### src/rtl/matrix_pkg.sv
// matrix_pkg: shared types and constants for the 8x8 LED matrix scan controller.
//   scan_state_e : IDLE / SCAN / BLANK scan sequencer states
//   MTX_ROWS, MTX_SLOTS, MTX_ROW_W : matrix geometry and PWM slot count
//   row_onehot() : row index to one-hot row drive
package matrix_pkg;

  localparam int MTX_ROWS  = 8;
  localparam int MTX_SLOTS = 16;
  localparam int MTX_ROW_W = 3;

  typedef enum logic [1:0] {
    IDLE  = 2'd0,
    SCAN  = 2'd1,
    BLANK = 2'd2
  } scan_state_e;

  function automatic logic [MTX_ROWS-1:0] row_onehot(input logic [MTX_ROW_W-1:0] idx);
    return MTX_ROWS'(1) << idx;
  endfunction

endpackage

### src/rtl/matrix_prescaler.sv
// matrix_prescaler: PWM slot tick generator.
//   clk   : clock, rising edge
//   rst   : synchronous active-high reset
//   clr   : synchronous clear, holds the count at 0
//   count : current position inside the slot, 0..PRESCALE-1
//   tick  : high in the last cycle of a slot (terminal count)
module matrix_prescaler #(
  parameter int PRESCALE = 100
) (
  input  logic        clk,
  input  logic        rst,
  input  logic        clr,
  output logic [15:0] count,
  output logic        tick
);

  localparam logic [15:0] LAST = 16'(PRESCALE - 1);

  assign tick = (count == LAST);

  always_ff @(posedge clk) begin
    if (rst || clr || tick) count <= '0;
    else                    count <= count + 16'd1;
  end

endmodule

### src/rtl/matrix_scan_ctrl.sv
// matrix_scan_ctrl: double-buffered 8x8 LED frame store with a prescaled,
// PWM-dimmed row scan and tear-free front/back swap at frame boundaries.
//   CLK, RST          : clock, synchronous active-high reset
//   EN                : scan enable (0 = dark, sequencer held in IDLE)
//   WR, ADDR, WDATA   : byte write into back[ADDR]
//   BRIGHT            : lit slots per row (0..15), latched at each row start
//   SWAP_REQ/SWAP_ACK : level request / one-cycle swap pulse
//   FRAME             : pulse with the first displayed cycle of row 0
//   row, column       : registered one-hot row drive and column byte
// Optional build macro MATRIX_BLANK_EN inserts BLANK_CYC dark cycles after
// every row (anti-ghosting); without it rows run back-to-back.
module matrix_scan_ctrl
  import matrix_pkg::*;
#(
  parameter int PRESCALE  = 100,
  parameter int BLANK_CYC = 4
) (
  input  logic       CLK,
  input  logic       RST,
  input  logic       EN,
  input  logic       WR,
  input  logic [2:0] ADDR,
  input  logic [7:0] WDATA,
  input  logic [3:0] BRIGHT,
  input  logic       SWAP_REQ,
  output logic       SWAP_ACK,
  output logic       FRAME,
  output logic [7:0] row,
  output logic [7:0] column
);

  scan_state_e          state, state_nxt;
  logic [MTX_ROW_W-1:0] rowidx;
  logic [3:0]           slot;
  logic [3:0]           bright_lat;
  logic                 front;
  logic [7:0]           mem [2][MTX_ROWS];

  logic        clr, tick, row_end, advance, swap, lit;
  logic [15:0] count;

  matrix_prescaler #(.PRESCALE(PRESCALE)) u_prescaler (
    .clk   (CLK),
    .rst   (RST),
    .clr   (clr),
    .count (count),
    .tick  (tick)
  );

  // Row end is the terminal count of the last PWM slot.
  assign row_end = (state == SCAN) && tick && (slot == 4'(MTX_SLOTS - 1));
  assign clr     = (state != SCAN) || !EN || row_end;

`ifdef MATRIX_BLANK_EN
  logic [7:0] blank_cnt;
  logic       blank_done;

  assign blank_done = (blank_cnt == 8'(BLANK_CYC - 1));

  always_ff @(posedge CLK) begin
    if (RST || state != BLANK) blank_cnt <= '0;
    else                       blank_cnt <= blank_cnt + 8'd1;
  end

  // The row index steps only once the dark gap has elapsed.
  assign advance = (state == BLANK) && EN && blank_done;
`else
  assign advance = EN && row_end;
`endif

  // Frame boundary: the advance out of row 7. The pointer flips on the same
  // edge, so a write in this cycle still lands in the pre-swap back buffer.
  assign swap     = advance && (rowidx == MTX_ROW_W'(MTX_ROWS - 1)) && SWAP_REQ;
  assign SWAP_ACK = swap;

  assign lit = EN && (state == SCAN) && (slot < bright_lat);

  always_comb begin
    state_nxt = state;
    case (state)
      IDLE: if (EN) state_nxt = SCAN;
      SCAN: begin
        if (!EN) state_nxt = IDLE;
`ifdef MATRIX_BLANK_EN
        else if (row_end) state_nxt = BLANK;
`endif
      end
      BLANK: begin
        if (!EN) state_nxt = IDLE;
`ifdef MATRIX_BLANK_EN
        else if (blank_done) state_nxt = SCAN;
`endif
      end
      default: state_nxt = IDLE;
    endcase
  end

  always_ff @(posedge CLK) begin
    if (RST) begin
      state      <= IDLE;
      rowidx     <= '0;
      slot       <= '0;
      bright_lat <= '0;
      front      <= 1'b0;
      row        <= '0;
      column     <= '0;
      FRAME      <= 1'b0;
      for (int b = 0; b < 2; b++)
        for (int r = 0; r < MTX_ROWS; r++)
          mem[b][r] <= '0;
    end else begin
      state <= state_nxt;

      if (WR) mem[~front][ADDR] <= WDATA;
      if (swap) front <= ~front;

      // Idle or disabled: restart from row 0, slot 0 on the next enable.
      if (state == IDLE || !EN) begin
        rowidx <= '0;
        slot   <= '0;
        if (EN) bright_lat <= BRIGHT;
      end else begin
        if (state == SCAN && tick) slot <= slot + 4'd1;
        if (advance) begin
          rowidx     <= rowidx + 3'd1;
          bright_lat <= BRIGHT;
        end
      end

      // Output stage: registered view of the current slot.
      row    <= lit ? row_onehot(rowidx) : '0;
      column <= lit ? mem[front][rowidx] : '0;
      FRAME  <= EN && (state == SCAN) && (rowidx == '0) && (slot == '0) && (count == '0);
    end
  end

endmodule
### config.mk
export PLATFORM = sky130hd
export DESIGN_NAME = matrix_scan_ctrl
export DESIGN_NICKNAME = d
export VERILOG_FILES = /design/src/rtl/matrix_pkg.sv /design/src/rtl/matrix_prescaler.sv /design/src/rtl/matrix_scan_ctrl.sv
export SDC_FILE = /design/constraint.sdc
export NUM_CORES = 1
export LEC_CHECK = 0
export ABC_AREA = 1
export CAP_MARGIN = 10
export CORE_UTILIZATION = 40
export CTS_CLUSTER_SIZE = 24
export DETAILED_ROUTE_END_ITERATION = 10
export PLACE_DENSITY = 0.63
export SLEW_MARGIN = 25
export SYNTH_ARGS = -nofsm -noshare
export SYNTH_HDL_FRONTEND = slang
export SYNTH_SLANG_ARGS = --single-unit
### constraint.sdc
create_clock -name CLK -period 3.7 [get_ports CLK]
set_input_delay 1.11 -clock CLK [delete_from_list [all_inputs] [get_ports CLK]]
set_output_delay 1.11 -clock CLK [all_outputs]
set_load 0.005 [all_outputs]
* Word-level counts from Yosys, hierarchy flattened
Memories as Yosys holds them, arrays and structs flattened. A register that Yosys moved wholly into a read port is not among the register bits. Index checks and enable logic that the tools add are counted.
Word-level totals: register bits 47, output and inout bits 18, word-level logic and storage cells 80, input port bits 20, memory bits (writable) 128, memories kept 1
Cells by class: equality and inequality tests 9, magnitude comparators 4, shift operators 1, reduce and logical (&&, ||, !) cells 28, add/subtract/negate cells 3, bitwise logic cells 4, multiplexer cells 21
Memory list:
- mem | depth 2, width 64, read ports 1, clocked after Yosys merged registers in 1, write ports 2, line matrix_scan_ctrl.sv:37 | logic [7:0] mem [2][MTX_ROWS];
Operator list (number):
- $mux 64 | 3
- $reduce_or 64->1 | 1
- $bmux 8 s3 | 1
- $demux 8 s3 | 1
- $mux 8 | 3
- $add 16x1->16 const B | 1
- $eq 16x7->1 const B | 1
- $logic_not 16->1 | 1
- $mux 4 | 3
- $logic_and 1x1->1 | 11
- $ge 4x4->1 const B | 2
- $not 3->4 | 2
- $shl 1x3->8 const A | 1
- $mux 1 | 7
- $ne 2x2->1 const B | 3
- $reduce_or 2->1 | 3
- $logic_or 1x1->1 | 5
- $add 4x1->4 const B | 1
- $eq 4x4->1 const B | 1
- $logic_not 4->1 | 1
- $lt 4x1->1 const B | 1
- $lt 4x4->1 | 1
- $mux 2 | 2
- $pmux 2 s2 | 1
- other kinds (11) | 13

* Logic depth before layout (Yosys ltp)
Gate-level depths: netlist of run 1.
word-level depth 8, gate-level depth with buffers 10

* Cells and area by module
Synthesis of run 1 repeated with hierarchy kept, for this count alone.
Second synthesis, totals: cells, all modules 997, area, all modules 8475.6 um2
By module, submodules not included:
- matrix_scan_ctrl | instances 1, area each 7564.8 um2, cells each 873
- matrix_prescaler | instances 1, area each 910.9 um2, cells each 124

* Worst setup path before layout of run 1
No wires, ideal clock.
path type input port to output port, start point in EN, end point out SWAP_ACK, path slack 1139 ps, data required time 2590 ps, stages on the path 4, arrival 1451 ps, cell sequence inv_1 nor3_1 nand3_1 inv_1
On the way: cells in the longest elaborated chain, start to end 3
Ends and longest elaborated chain:
- start, declared | line matrix_scan_ctrl.sv:20 | input logic EN,
- $logic_and 1x1->1 | line matrix_scan_ctrl.sv:68 | assign advance = EN && row_end;
- $logic_and 1x1->1 (2 in series) | line matrix_scan_ctrl.sv:73 | assign swap = advance && (rowidx == MTX_ROW_W'(MTX_ROWS - 1)) && SWAP_REQ;
- end, declared | line matrix_scan_ctrl.sv:26 | output logic SWAP_ACK,
No other way between the ends.

* Worst setup path after layout of run 1
Ends and elaborated chain as after synthesis.

==> metrics.txt, run 1 <==
# TYPE chip_impl_metric gauge
chip_impl_metric{name="cts_hold_buf",unit=""} 0
chip_impl_metric{name="fin_nets",unit=""} 860
chip_impl_info{name="cp_slowest_cell",value="sky130_fd_sc_hd__clkdlybuf4s50_1"} 1
chip_impl_info{name="tritoncts_clock_tree",value="built"} 1
chip_impl_metric{name="hold_viol_final",unit=""} 0
chip_impl_metric{name="cts_sinks",unit=""} 175
chip_impl_info{name="failing_checks",value="DRC"} 1
chip_impl_info{name="criticalPathCategory",value="input port to output pin"} 1
chip_impl_metric{name="maximum_clock_frequency",unit="GHz"} 0.278
chip_impl_metric{name="syn_to_final_growth",unit="%"} 17.0
chip_impl_metric{name="synthesis.nets",unit=""} 811
chip_impl_metric{name="netlist_area_pre_place",unit="mm2"} 0.00753
chip_impl_metric{name="final_layout_size_suffix_gt1_share",unit="%"} 8.33
chip_impl_metric{name="vias",unit=""} 5450
chip_impl_metric{name="filler_cell_count",unit=""} 1651
chip_impl_metric{name="post_synthesis_sequential_element_count",unit=""} 175
chip_impl_info{name="status",value="finished with violations"} 1
chip_impl_metric{name="worst_clock_skew",unit="ps"} 13.3
chip_impl_metric{name="gr-total-overflow",unit=""} 0
chip_impl_metric{name="slew_violations",unit=""} 0
chip_impl_metric{name="largest_net_degree_at_the_start_of_global_routing",unit=""} 65
chip_impl_metric{name="h_tree_depth",unit=""} 4
chip_impl_metric{name="pwr-share-comb",unit="%"} 5.3
chip_impl_metric{name="antenna_cells",unit=""} 0
chip_impl_metric{name="die_h",unit="um"} 139
chip_impl_metric{name="core.rowCount",unit=""} 49
chip_impl_metric{name="postRouteAntennaNets",unit=""} 0
chip_impl_metric{name="grt_pass1_wl",unit="mm"} 27.8
chip_impl_metric{name="routability_congestion_estimate",unit=""} 0.801
chip_impl_metric{name="ir_drop",unit="mV"} 0.352
chip_impl_metric{name="core-area",unit="mm2"} 0.0182
chip_impl_metric{name="clkSlewWorstSetupHoldPaths",unit="ps"} 70
chip_impl_metric{name="drt-total-wl",unit="mm"} 17.8
chip_impl_metric{name="post-dp-hpwl",unit="mm"} 11.8
chip_impl_metric{name="track_usage",unit="%"} 19.1
chip_impl_info{name="startpoint_type",value="input port"} 1
chip_impl_metric{name="yosys_warnings",unit=""} 0
chip_impl_metric{name="worst_ep_required_time",unit="ps"} 2590
chip_impl_metric{name="drcViolationCount",unit=""} 2
chip_impl_metric{name="critical_path_buf_inv_count",unit=""} 4
chip_impl_info{name="critical_path.endpoint_type",value="output pin"} 1
chip_impl_info{name="grt_setup_unrepaired",value="no"} 1
chip_impl_metric{name="syn-instance-count",unit=""} 778
chip_impl_metric{name="worst_slew_margin_relative_to_its_limit",unit="%"} 44.8
chip_impl_metric{name="power_report.internal_total",unit="W"} 0.00318
chip_impl_info{name="layout_commonest_cell",value="sky130_fd_sc_hd__nor2_1"} 1
chip_impl_metric{name="worst_path_largest_cell_delay",unit="ps"} 490
chip_impl_metric{name="antenna_violations_before_repair",unit=""} 0
chip_impl_metric{name="start_util",unit="%"} 41.4
chip_impl_metric{name="post_drt_wl_per_cell",unit="um"} 16.6
chip_impl_metric{name="syn_area_per_cell",unit="um2"} 9.68
chip_impl_metric{name="critical_path.max_fanout",unit=""} 2
chip_impl_metric{name="switching_share",unit="%"} 24.5
chip_impl_metric{name="synth_sequential_area_ratio",unit="%"} 63.5
chip_impl_metric{name="post-cts-setup-buffer-count",unit=""} 0
chip_impl_metric{name="placed_cells_incl_taps",unit=""} 1037
chip_impl_metric{name="drv_cap",unit=""} 0
chip_impl_metric{name="final_period_util",unit="%"} 97.2
chip_impl_metric{name="cts_buffer_depth",unit=""} 2
chip_impl_metric{name="die_w",unit="um"} 139
chip_impl_info{name="worstPathCellList",value="clkdlybuf4s50_1 -> inv_1 -> nor3_1 -> nand3_1 -> inv_1 -> clkdlybuf4s50_1"} 1
chip_impl_metric{name="finalCriticalPeriod",unit="ps"} 3590
chip_impl_metric{name="max_slew.worst_pin.slew",unit="ps"} 828
chip_impl_metric{name="clockPowerShare",unit="%"} 41.9
chip_impl_metric{name="viasPerCell",unit=""} 5.10
chip_impl_metric{name="yosys.cell_types.count",unit=""} 31
chip_impl_metric{name="critical_path_arrival",unit="ps"} 2480
chip_impl_metric{name="final_cell_count_no_fill",unit=""} 1069
chip_impl_info{name="timing.critical_path.max_delay_family",value="buffers and inverters"} 1
chip_impl_metric{name="fin_setup_tns",unit="ps"} 0
chip_impl_info{name="hp-class",value="flip-flop to flip-flop"} 1
chip_impl_metric{name="drt_pre_antenna_iters",unit=""} 8
chip_impl_metric{name="gates_resized_cts_repair",unit=""} 0
chip_impl_metric{name="pwr-share-seq",unit="%"} 52.7
chip_impl_metric{name="power_switching",unit="W"} 0.00103
chip_impl_metric{name="number_of_global_route_vias_before_repair",unit=""} 5019
chip_impl_metric{name="cts_made_buffers",unit=""} 17
chip_impl_metric{name="total_leakage_power",unit="nW"} 3.41
chip_impl_metric{name="design.die.area",unit="mm2"} 0.0194
chip_impl_metric{name="setup_viol",unit=""} 0
chip_impl_info{name="clk_root_buffer_cell",value="sky130_fd_sc_hd__clkbuf_16"} 1
chip_impl_metric{name="buffer_ports.inserted",unit=""} 37
chip_impl_metric{name="pin_count",unit=""} 38
chip_impl_metric{name="worst_skew_pair.late_latency",unit="ps"} 430
chip_impl_metric{name="detail_route.iter0.violations",unit=""} 402
chip_impl_info{name="layout_common_cells",value="200 x sky130_fd_sc_hd__nor2_1, 128 x sky130_fd_sc_hd__edfxtp_1, 117 x sky130_fd_sc_hd__nand2_1, 63 x sky130_fd_sc_hd__o21ai_0, 50 x sky130_fd_sc_hd__inv_1"} 1
chip_impl_metric{name="power_density",unit="mW/mm2"} 478
-- worst reg2reg max path, delay by kind of cell (launching register included) --
family,cells,cell delay (ps)
DFF,1,320
AOI/OAI and AO/OA,2,390
buffers and inverters,3,990
and+or+nand+nor,4,410
-- power groups by stage --
stage / sequential (W) / clock (W) / combinational, W
after floorplan: 0.00225 / 0 / 0.000126
after global placement: 0.00226 / 0 / 0.000223
after detailed placement: 0.00226 / 0 / 0.000226
after CTS: 0.00222 / 0.00178 / 0.000226
after global routing: 0.00223 / 0.00187 / 0.000250
final: 0.00222 / 0.00176 / 0.000225
-- final timing paths --
check / startpoint / endpoint / slack (ps) / cells past startpoint
setup reg to reg: rowidx[0] / column[2] / 1520 / 9
hold reg to reg: u_prescaler.count[0] / u_prescaler.count[0] / 470 / 1
setup / recovery: EN / SWAP_ACK / 110 / 6
hold / removal: u_prescaler.count[0] / u_prescaler.count[0] / 470 / 1
-- cells in the mapped netlist --
library cell               count  area, um2
sky130_fd_sc_hd__a21oi_1      18       90.1
sky130_fd_sc_hd__a31oi_1       1       6.26
sky130_fd_sc_hd__buf_1         6       22.5
sky130_fd_sc_hd__buf_2         9       45.0
sky130_fd_sc_hd__buf_4         2       15.0
sky130_fd_sc_hd__buf_6         1       11.3
sky130_fd_sc_hd__clkbuf_1     11       41.3
sky130_fd_sc_hd__clkinv_1      2       7.51
sky130_fd_sc_hd__dfxtp_1      47        941
sky130_fd_sc_hd__edfxtp_1    128       3840
sky130_fd_sc_hd__ha_1         13        163
sky130_fd_sc_hd__inv_1        50        188
sky130_fd_sc_hd__inv_2         2       7.51
sky130_fd_sc_hd__nand2_1     117        439
sky130_fd_sc_hd__nand2_2       4       25.0
sky130_fd_sc_hd__nand3_1      31        155
sky130_fd_sc_hd__nand3_4       1       17.5
sky130_fd_sc_hd__nand4_1       6       37.5
sky130_fd_sc_hd__nor2_1      200        751
sky130_fd_sc_hd__nor2_2        7       43.8
sky130_fd_sc_hd__nor2_4        1       11.3
sky130_fd_sc_hd__nor3_1        7       35.0
sky130_fd_sc_hd__nor3b_1       3       22.5
sky130_fd_sc_hd__nor4_1        1       6.26
sky130_fd_sc_hd__nor4b_1       1       8.76
sky130_fd_sc_hd__o21a_1        2       15.0
sky130_fd_sc_hd__o21ai_0      63        315
sky130_fd_sc_hd__o21ai_1      10       50.1
sky130_fd_sc_hd__o22ai_1      32        200
sky130_fd_sc_hd__xnor2_1       1       8.76
sky130_fd_sc_hd__xor2_1        1       8.76
-- stage by stage --
step	util (%)	instance area (um2)	total power (W)	worst slack, ps	hold WS [ps]
floorplan	-	7530	0.00238	1140	430
global placement	45.1	8220	0.00248	76.5	447
detailed placement	45.1	8220	0.00249	94.0	451
CTS	48.4	8810	0.00423	85.5	469
global route	48.4	8810	0.00435	0.294	505
finish	48.4	8810	0.00421	105	466
-- cells by family after synthesis --
group / synth area share [%]
AND/OR/NAND/NOR: 20.6
flip-flops: 63.5
AO/OA/AOI/OAI: 8.99
buffers and inverters: 4.48
adder cells (fa/ha/maj): 2.16
XOR/XNOR: 0.233
-- flip-flops by register name, indices dropped and copies added (netlist names), named ones only --
name               cells
bright_lat             4
mem                  128
u_prescaler.count     16
slot                   4
column                 8
FRAME                  1
row                    8
state                  1
front                  1
rowidx                 3
-- per-layer routing --
layer / up-vias / share of wire (%) / GRT usage, %
li1: 2734 / - / -
met4: 0 / 1.8 / 6.55
met1: 2512 / 48 / 27.3
met3: 18 / 6.0 / 4.03
met5: - / 0 / 0
met2: 186 / 44 / 28.6
-- final cells by class --
type                       count  area, um2  area share, %
sequential                   175       4790           54.3
multi-input combinational    520       2410           27.4
timing repair buffer          59        536           6.08
clock buffer                  17        425           4.83
tap                          229        287           3.25
inverter                      54        204           2.31
clock inverter                15        164           1.86
(Power assumes the default switching activity.)
==> inputs of run 2 (changes only) <==
==> constraint.sdc (replaced) <==
create_clock -name CLK -period 3.75 [get_ports CLK]
set_input_delay 1.125 -clock CLK [delete_from_list [all_inputs] [get_ports CLK]]
set_output_delay 1.125 -clock CLK [all_outputs]
set_load 0.005 [all_outputs]
==> metrics.txt, run 2 (synthesized netlist as in run 1, its figures left out) <==
# TYPE chip_impl_metric gauge
chip_impl_metric{name="die_h",unit="um"} 139
chip_impl_metric{name="final_layout_size_suffix_gt1_share",unit="%"} 8.10
chip_impl_metric{name="detail_route.iter0.violations",unit=""} 457
chip_impl_metric{name="antenna_violations_before_repair",unit=""} 0
chip_impl_metric{name="total_leakage_power",unit="nW"} 3.43
chip_impl_info{name="cp_slowest_cell",value="sky130_fd_sc_hd__clkdlybuf4s50_1"} 1
chip_impl_info{name="timing.hold.worst.start",value="u_prescaler.count[0]"} 1
chip_impl_info{name="timing.critical_path.max_delay_family",value="buffers and inverters"} 1
chip_impl_metric{name="cts_made_buffers",unit=""} 17
chip_impl_metric{name="viasPerCell",unit=""} 5.17
chip_impl_metric{name="critical_path.max_fanout",unit=""} 2
chip_impl_info{name="grt_setup_unrepaired",value="no"} 1
chip_impl_metric{name="largest_net_degree_at_the_start_of_global_routing",unit=""} 65
chip_impl_metric{name="clkSlewWorstSetupHoldPaths",unit="ps"} 70
chip_impl_metric{name="critical_path_arrival",unit="ps"} 2530
chip_impl_info{name="worstReg2RegEnd",value="column[6]"} 1
chip_impl_metric{name="setup_viol",unit=""} 0
chip_impl_metric{name="cts_hold_buf",unit=""} 0
chip_impl_metric{name="hold_viol_final",unit=""} 0
chip_impl_info{name="layout_commonest_cell",value="sky130_fd_sc_hd__nor2_1"} 1
chip_impl_info{name="startpoint_type",value="input port"} 1
chip_impl_metric{name="power_density",unit="mW/mm2"} 493
chip_impl_info{name="largest_registers",value="mem: 128 flops, u_prescaler.count: 16 flops"} 1
chip_impl_info{name="critical_path.endpoint_type",value="output pin"} 1
chip_impl_info{name="layout_common_cells",value="200 x sky130_fd_sc_hd__nor2_1, 128 x sky130_fd_sc_hd__edfxtp_1, 117 x sky130_fd_sc_hd__nand2_1, 63 x sky130_fd_sc_hd__o21ai_0, 50 x sky130_fd_sc_hd__inv_1"} 1
chip_impl_info{name="status",value="finished with violations"} 1
chip_impl_metric{name="gr-total-overflow",unit=""} 0
chip_impl_metric{name="worst_path_largest_cell_delay",unit="ps"} 490
chip_impl_metric{name="core-area",unit="mm2"} 0.0182
chip_impl_metric{name="number_of_global_route_vias_before_repair",unit=""} 5147
chip_impl_metric{name="post-dp-hpwl",unit="mm"} 12.0
chip_impl_metric{name="antenna_cells",unit=""} 0
chip_impl_metric{name="critical_path_buf_inv_count",unit=""} 4
chip_impl_metric{name="die_w",unit="um"} 139
chip_impl_metric{name="ir_drop",unit="mV"} 0.320
chip_impl_metric{name="gates_resized_cts_repair",unit=""} 0
chip_impl_metric{name="fin_setup_tns",unit="ps"} 0
chip_impl_info{name="hp-class",value="flip-flop to flip-flop"} 1
chip_impl_metric{name="drv_cap",unit=""} 0
chip_impl_metric{name="drt-total-wl",unit="mm"} 18.1
chip_impl_info{name="failing_checks",value="DRC"} 1
chip_impl_metric{name="vias",unit=""} 5526
chip_impl_metric{name="h_tree_depth",unit=""} 4
chip_impl_info{name="clk_root_buffer_cell",value="sky130_fd_sc_hd__clkbuf_16"} 1
chip_impl_metric{name="drt_pre_antenna_iters",unit=""} 8
chip_impl_metric{name="design.die.area",unit="mm2"} 0.0194
chip_impl_info{name="registers.top_by_ff_count",value="mem"} 1
chip_impl_metric{name="worst_skew_pair.late_latency",unit="ps"} 430
chip_impl_info{name="tritoncts_clock_tree",value="built"} 1
chip_impl_metric{name="core.rowCount",unit=""} 49
chip_impl_metric{name="worst_ep_required_time",unit="ps"} 2620
chip_impl_metric{name="cts_buffer_depth",unit=""} 2
chip_impl_info{name="worstHoldEndpoint",value="u_prescaler.count[0]"} 1
chip_impl_metric{name="worst_clock_skew",unit="ps"} 10.7
chip_impl_metric{name="slew_violations",unit=""} 0
chip_impl_metric{name="start_util",unit="%"} 41.4
chip_impl_metric{name="finalCriticalPeriod",unit="ps"} 3650
chip_impl_metric{name="postRouteAntennaNets",unit=""} 0
chip_impl_metric{name="largest_reg_flops",unit=""} 128
chip_impl_metric{name="cts_sinks",unit=""} 175
chip_impl_metric{name="final_period_util",unit="%"} 97.4
chip_impl_metric{name="pin_count",unit=""} 38
chip_impl_info{name="rr_startpoint",value="rowidx[0]"} 1
chip_impl_metric{name="syn_to_final_growth",unit="%"} 17.8
chip_impl_metric{name="grt_pass1_wl",unit="mm"} 28.5
chip_impl_metric{name="fin_hold_ws",unit="ps"} 469
chip_impl_metric{name="maximum_clock_frequency",unit="GHz"} 0.274
chip_impl_metric{name="drcViolationCount",unit=""} 2
chip_impl_metric{name="whs_path_depth",unit=""} 1
chip_impl_metric{name="routability_congestion_estimate",unit=""} 0.820
chip_impl_metric{name="worst_slew_margin_relative_to_its_limit",unit="%"} 44.0
chip_impl_info{name="criticalPathCategory",value="input port to output pin"} 1
chip_impl_metric{name="buffer_ports.inserted",unit=""} 37
chip_impl_metric{name="worst-r2r-cell-count",unit=""} 9
chip_impl_metric{name="post_drt_wl_per_cell",unit="um"} 17.0
chip_impl_metric{name="reg2reg_setup_slack",unit="ps"} 1560
chip_impl_info{name="worstPathCellList",value="clkdlybuf4s50_1 -> inv_1 -> nor3_1 -> nand3_1 -> inv_1 -> clkdlybuf4s50_1"} 1
chip_impl_metric{name="track_usage",unit="%"} 19.6
chip_impl_metric{name="max_slew.worst_pin.slew",unit="ps"} 840
chip_impl_metric{name="post-cts-setup-buffer-count",unit=""} 0
chip_impl_metric{name="fin_nets",unit=""} 859
-- run 2: area by class of cell --
class / count / area [um2]
multi-input cells: 520 / 2410
clock inverters: 14 / 230
clock buffers: 18 / 429
fillers: 1649 / 9340
repair buffers: 58 / 528
well taps: 229 / 287
inverters: 54 / 204
flip-flops and latches: 175 / 4790
-- run 2: per-stage QoR --
stage	power [W]	cells	instance area [um2]	utilization (%)	worst slack, ps
after floorplan	0.00234	778	7530	-	1160
after global placement	0.00245	1036	8210	45.1	107
after detailed placement	0.00245	1036	8210	45.1	94.7
after CTS	0.00440	1068	8870	48.7	90.7
after global routing	0.00450	1068	8870	48.7	20.4
final	0.00438	1068	8870	48.7	97.7
-- run 2: worst max-delay path by stage --
stage	from	slack, ps	endpoint	cells after the start
global placement	EN	110	SWAP_ACK	6
floorplan	EN	1160	SWAP_ACK	4
finish	EN	100	SWAP_ACK	6
CTS	EN	90	SWAP_ACK	6
global route	EN	20	SWAP_ACK	6
detailed placement	EN	90	SWAP_ACK	6
-- run 2: power breakdown --
group | internal, W | switching [W] | leakage [nW] | total [W]
clock network | 0.00120 | 0.000771 | 0.317 | 0.00197
logic | 0.0000781 | 0.000141 | 1.41 | 0.000219
registers | 0.00216 | 0.0000288 | 1.70 | 0.00219
-- run 2: layer usage --
metal	GRT usage (%)	part of all wire, %
met1	28.2	47
met2	29.8	45
met3	4.06	6.6
met4	5.73	1.5
met5	0	0
==> inputs of run 3 (changes only) <==
--- a/config.mk
+++ b/config.mk
@@ -14,4 +14,5 @@
 export SLEW_MARGIN = 25
 export SYNTH_ARGS = -nofsm -noshare
 export SYNTH_HDL_FRONTEND = slang
+export SYNTH_HIERARCHICAL = 1
 export SYNTH_SLANG_ARGS = --single-unit
==> metrics.txt, run 3 <==
# TYPE chip_impl_metric gauge
chip_impl_metric{name="design.die.area",unit="mm2"} 0.0218
chip_impl_metric{name="cts_made_buffers",unit=""} 17
chip_impl_metric{name="max_slew.worst_pin.slew",unit="ps"} 811
chip_impl_metric{name="largest_reg_flops",unit=""} 128
chip_impl_metric{name="worst_ep_required_time",unit="ps"} 2620
chip_impl_metric{name="finalCriticalPeriod",unit="ps"} 3550
chip_impl_metric{name="antenna_violations_before_repair",unit=""} 1
chip_impl_metric{name="track_usage",unit="%"} 19.2
chip_impl_metric{name="post-route-cell-area",unit="mm2"} 0.00968
chip_impl_metric{name="final_layout_size_suffix_gt1_share",unit="%"} 8.75
chip_impl_info{name="hp-class",value="flip-flop to flip-flop"} 1
chip_impl_metric{name="slew_violations",unit=""} 0
chip_impl_metric{name="postRouteAntennaNets",unit=""} 0
chip_impl_metric{name="post_drt_wl_per_cell",unit="um"} 15.0
chip_impl_info{name="worstPathCellList",value="ha_1 -> nand4_1 -> nor2_1 -> nand2_2 -> inv_1 -> nand2_2 -> nor2_4 -> nand4_1 -> inv_1 -> clkdlybuf4s50_1"} 1
chip_impl_metric{name="ir_drop",unit="mV"} 0.313
chip_impl_metric{name="core.rowCount",unit=""} 52
chip_impl_metric{name="total_leakage_power",unit="nW"} 4.30
chip_impl_metric{name="drv_cap",unit=""} 0
chip_impl_metric{name="buffer_ports.inserted",unit=""} 37
chip_impl_metric{name="viasPerCell",unit=""} 4.75
chip_impl_metric{name="largest_net_degree_at_the_start_of_global_routing",unit=""} 65
chip_impl_info{name="worst_setup_path_startpoint",value="u_prescaler/count[0]"} 1
chip_impl_metric{name="worst-r2r-cell-count",unit=""} 8
chip_impl_metric{name="number_of_global_route_vias_before_repair",unit=""} 5916
chip_impl_metric{name="cts_sinks",unit=""} 175
chip_impl_metric{name="worst_clock_skew",unit="ps"} 10.6
chip_impl_metric{name="die_h",unit="um"} 148
chip_impl_metric{name="detail_route.iter0.violations",unit=""} 423
chip_impl_metric{name="worst_skew_pair.late_latency",unit="ps"} 440
chip_impl_info{name="criticalPathCategory",value="flip-flop to output pin"} 1
chip_impl_metric{name="synth_enable_flop_cells",unit=""} 128
chip_impl_info{name="clk_root_buffer_cell",value="sky130_fd_sc_hd__clkbuf_16"} 1
chip_impl_info{name="grt_setup_unrepaired",value="no"} 1
chip_impl_metric{name="gates_resized_cts_repair",unit=""} 0
chip_impl_info{name="tritoncts_clock_tree",value="built"} 1
chip_impl_metric{name="yosys_warnings",unit=""} 6
chip_impl_metric{name="setup_viol",unit=""} 0
chip_impl_metric{name="synth_async_sr_flop_share",unit="%"} 0
chip_impl_metric{name="hold_viol_final",unit=""} 0
chip_impl_metric{name="critical_path_buf_inv_count",unit=""} 3
chip_impl_metric{name="h_tree_depth",unit=""} 4
chip_impl_metric{name="gr-total-overflow",unit=""} 0
chip_impl_metric{name="routability_congestion_estimate",unit=""} 0.837
chip_impl_metric{name="core-area",unit="mm2"} 0.0205
chip_impl_metric{name="netlist_area_pre_place",unit="mm2"} 0.00848
chip_impl_metric{name="syn_to_final_growth",unit="%"} 14.2
chip_impl_info{name="critical_path.endpoint_type",value="output pin"} 1
chip_impl_metric{name="critical_path.max_fanout",unit=""} 5
chip_impl_metric{name="synth_largest_type_area_fraction",unit="%"} 45.3
chip_impl_info{name="startpoint_type",value="flip-flop"} 1
chip_impl_metric{name="pin_count",unit=""} 38
chip_impl_info{name="layout_common_cells",value="286 x sky130_fd_sc_hd__nand2_1, 188 x sky130_fd_sc_hd__inv_1, 137 x sky130_fd_sc_hd__nor2_1, 128 x sky130_fd_sc_hd__edfxtp_1, 76 x sky130_fd_sc_hd__nand3_1"} 1
chip_impl_info{name="synth.top_cells.by_count",value="286 x sky130_fd_sc_hd__nand2_1, 188 x sky130_fd_sc_hd__inv_1, 137 x sky130_fd_sc_hd__nor2_1"} 1
chip_impl_metric{name="vias",unit=""} 6280
chip_impl_metric{name="antenna_cells",unit=""} 0
chip_impl_metric{name="clkSlewWorstSetupHoldPaths",unit="ps"} 70
chip_impl_info{name="status",value="finished, final reports clean"} 1
chip_impl_metric{name="cts_buffer_depth",unit=""} 2
chip_impl_metric{name="post-cts-setup-buffer-count",unit=""} 0
chip_impl_metric{name="post_synthesis_sequential_element_count",unit=""} 175
chip_impl_info{name="synth_top_flop_cell",value="sky130_fd_sc_hd__edfxtp_1"} 1
chip_impl_info{name="layout_commonest_cell",value="sky130_fd_sc_hd__nand2_1"} 1
chip_impl_metric{name="synth_sequential_area_ratio",unit="%"} 56.5
chip_impl_info{name="synth_most_common_cell",value="sky130_fd_sc_hd__nand2_1"} 1
chip_impl_info{name="crit_path_end",value="SWAP_ACK"} 1
chip_impl_metric{name="yosys.cell_types.count",unit=""} 35
chip_impl_info{name="rr_startpoint",value="rowidx[0]"} 1
chip_impl_info{name="timing.critical_path.max_delay_family",value="buffers and inverters"} 1
chip_impl_metric{name="syn-instance-count",unit=""} 997
chip_impl_metric{name="die_w",unit="um"} 148
chip_impl_metric{name="power_density",unit="mW/mm2"} 445
chip_impl_metric{name="drcViolationCount",unit=""} 0
chip_impl_metric{name="fin_nets",unit=""} 1072
chip_impl_metric{name="post-dp-hpwl",unit="mm"} 13.5
chip_impl_metric{name="grt_pass1_wl",unit="mm"} 31.3
chip_impl_info{name="largest_registers",value="mem: 128 flops, u_prescaler/count: 16 flops"} 1
chip_impl_info{name="worstReg2RegEnd",value="column[0]"} 1
chip_impl_metric{name="fin_hold_ws",unit="ps"} 484
chip_impl_metric{name="drt-total-wl",unit="mm"} 19.8
chip_impl_metric{name="reg2reg_setup_slack",unit="ps"} 1540
chip_impl_metric{name="synthesis.nets",unit=""} 1030
chip_impl_metric{name="worst_path_largest_cell_delay",unit="ps"} 500
chip_impl_metric{name="worst_slew_margin_relative_to_its_limit",unit="%"} 46.0
chip_impl_metric{name="filler_cell_count",unit=""} 1968
chip_impl_info{name="registers.top_by_ff_count",value="mem"} 1
chip_impl_info{name="post-synth-top-area-cell",value="sky130_fd_sc_hd__edfxtp_1"} 1
chip_impl_metric{name="dpl-instance-area",unit="mm2"} 0.00909
chip_impl_metric{name="final_period_util",unit="%"} 94.7
chip_impl_metric{name="critical_path_arrival",unit="ps"} 2430
chip_impl_metric{name="drt_pre_antenna_iters",unit=""} 5
chip_impl_info{name="cp_slowest_cell",value="sky130_fd_sc_hd__clkdlybuf4s50_1"} 1
chip_impl_metric{name="start_util",unit="%"} 41.4
chip_impl_metric{name="critical_path_depth",unit=""} 10
chip_impl_metric{name="fin_setup_tns",unit="ps"} 0
chip_impl_metric{name="syn_area_per_cell",unit="um2"} 8.50
chip_impl_info{name="synth_area_leaders",value="sky130_fd_sc_hd__edfxtp_1 45%, sky130_fd_sc_hd__nand2_1 13%, sky130_fd_sc_hd__dfxtp_1 11%"} 1
chip_impl_metric{name="cts_hold_buf",unit=""} 0
chip_impl_metric{name="maximum_clock_frequency",unit="GHz"} 0.282
run 3: cell types whose count changed after synthesis, sizes merged, moves of 32 or more:
cell,before,now
o22ai,32,0
nor2,208,155
nand3,32,79
o21ai,73,7
inv,52,195
nand2,121,299
run 3: worst min-delay path, delay by kind of cell, from the launching register on:
| kind | cells | cell delay, ps |
|---|---|---|
| AOI/OAI and AO/OA | 1 | 50 |
| DFF | 1 | 320 |
| and+or+nand+nor | 1 | 60 |
run 3: layout make-up:
type	count	area, um2	area share, %
Sequential cell	175	4790	49.5
Multi-Input combinational cell	598	2760	28.5
Inverter	197	742	7.67
Timing Repair Buffer	50	468	4.84
Clock buffer	18	429	4.43
Tap cell	270	338	3.49
Clock inverter	14	158	1.63
run 3: where the power goes:
group	internal, W	switching [W]
sequential	0.00219	0.0000370
combinational	0.000108	0.000192
clock	0.000996	0.000788
run 3: how the worst min path moves through the flow:
stage | from | to | slack, ps | depth (start not counted)
global placement | bright_lat[2] | bright_lat[2] | 470 | 2
global route | bright_lat[2] | bright_lat[2] | 530 | 2
CTS | u_prescaler/count[15] | u_prescaler/count[15] | 490 | 2
detailed placement | bright_lat[3] | bright_lat[3] | 480 | 2
floorplan | u_prescaler/count[15] | u_prescaler/count[15] | 450 | 2
finish | u_prescaler/count[15] | u_prescaler/count[15] | 480 | 2
run 3: cells by family (layout without fill, tap and decap cells):
| group | count (synthesis) | after routing | share of synthesized area, % |
|---|---|---|---|
| simple gates | 551 | 551 | 27.9 |
| flops | 175 | 175 | 56.5 |
| compound gates | 28 | 28 | 2.04 |
| fa+ha+maj | 13 | 13 | 1.92 |
| buf+inv | 224 | 279 | 11.0 |
| xor+xnor | 6 | 6 | 0.620 |
run 3: metal layers:
layer / vias to the layer above / GRT usage, % / wire [um]
met4: 0 / 7.84 / 449
met3: 37 / 4.23 / 1180
met5: - / 0 / 0
met2: 183 / 32.7 / 9740
met1: 2904 / 23.5 / 8460
li1: 3156 / - / -
run 3: per-stage QoR:
step	setup slack, ps	util [%]	instances	total power (W)
3_3_place_gp	217	44.4	1290	0.00256
5_1_grt	22.5	47.2	1322	0.00445
4_1_cts	162	47.2	1322	0.00433
6_report	198	47.2	1322	0.00431
3_5_place_dp	222	44.4	1290	0.00257
2_1_floorplan	1240	-	997	0.00245
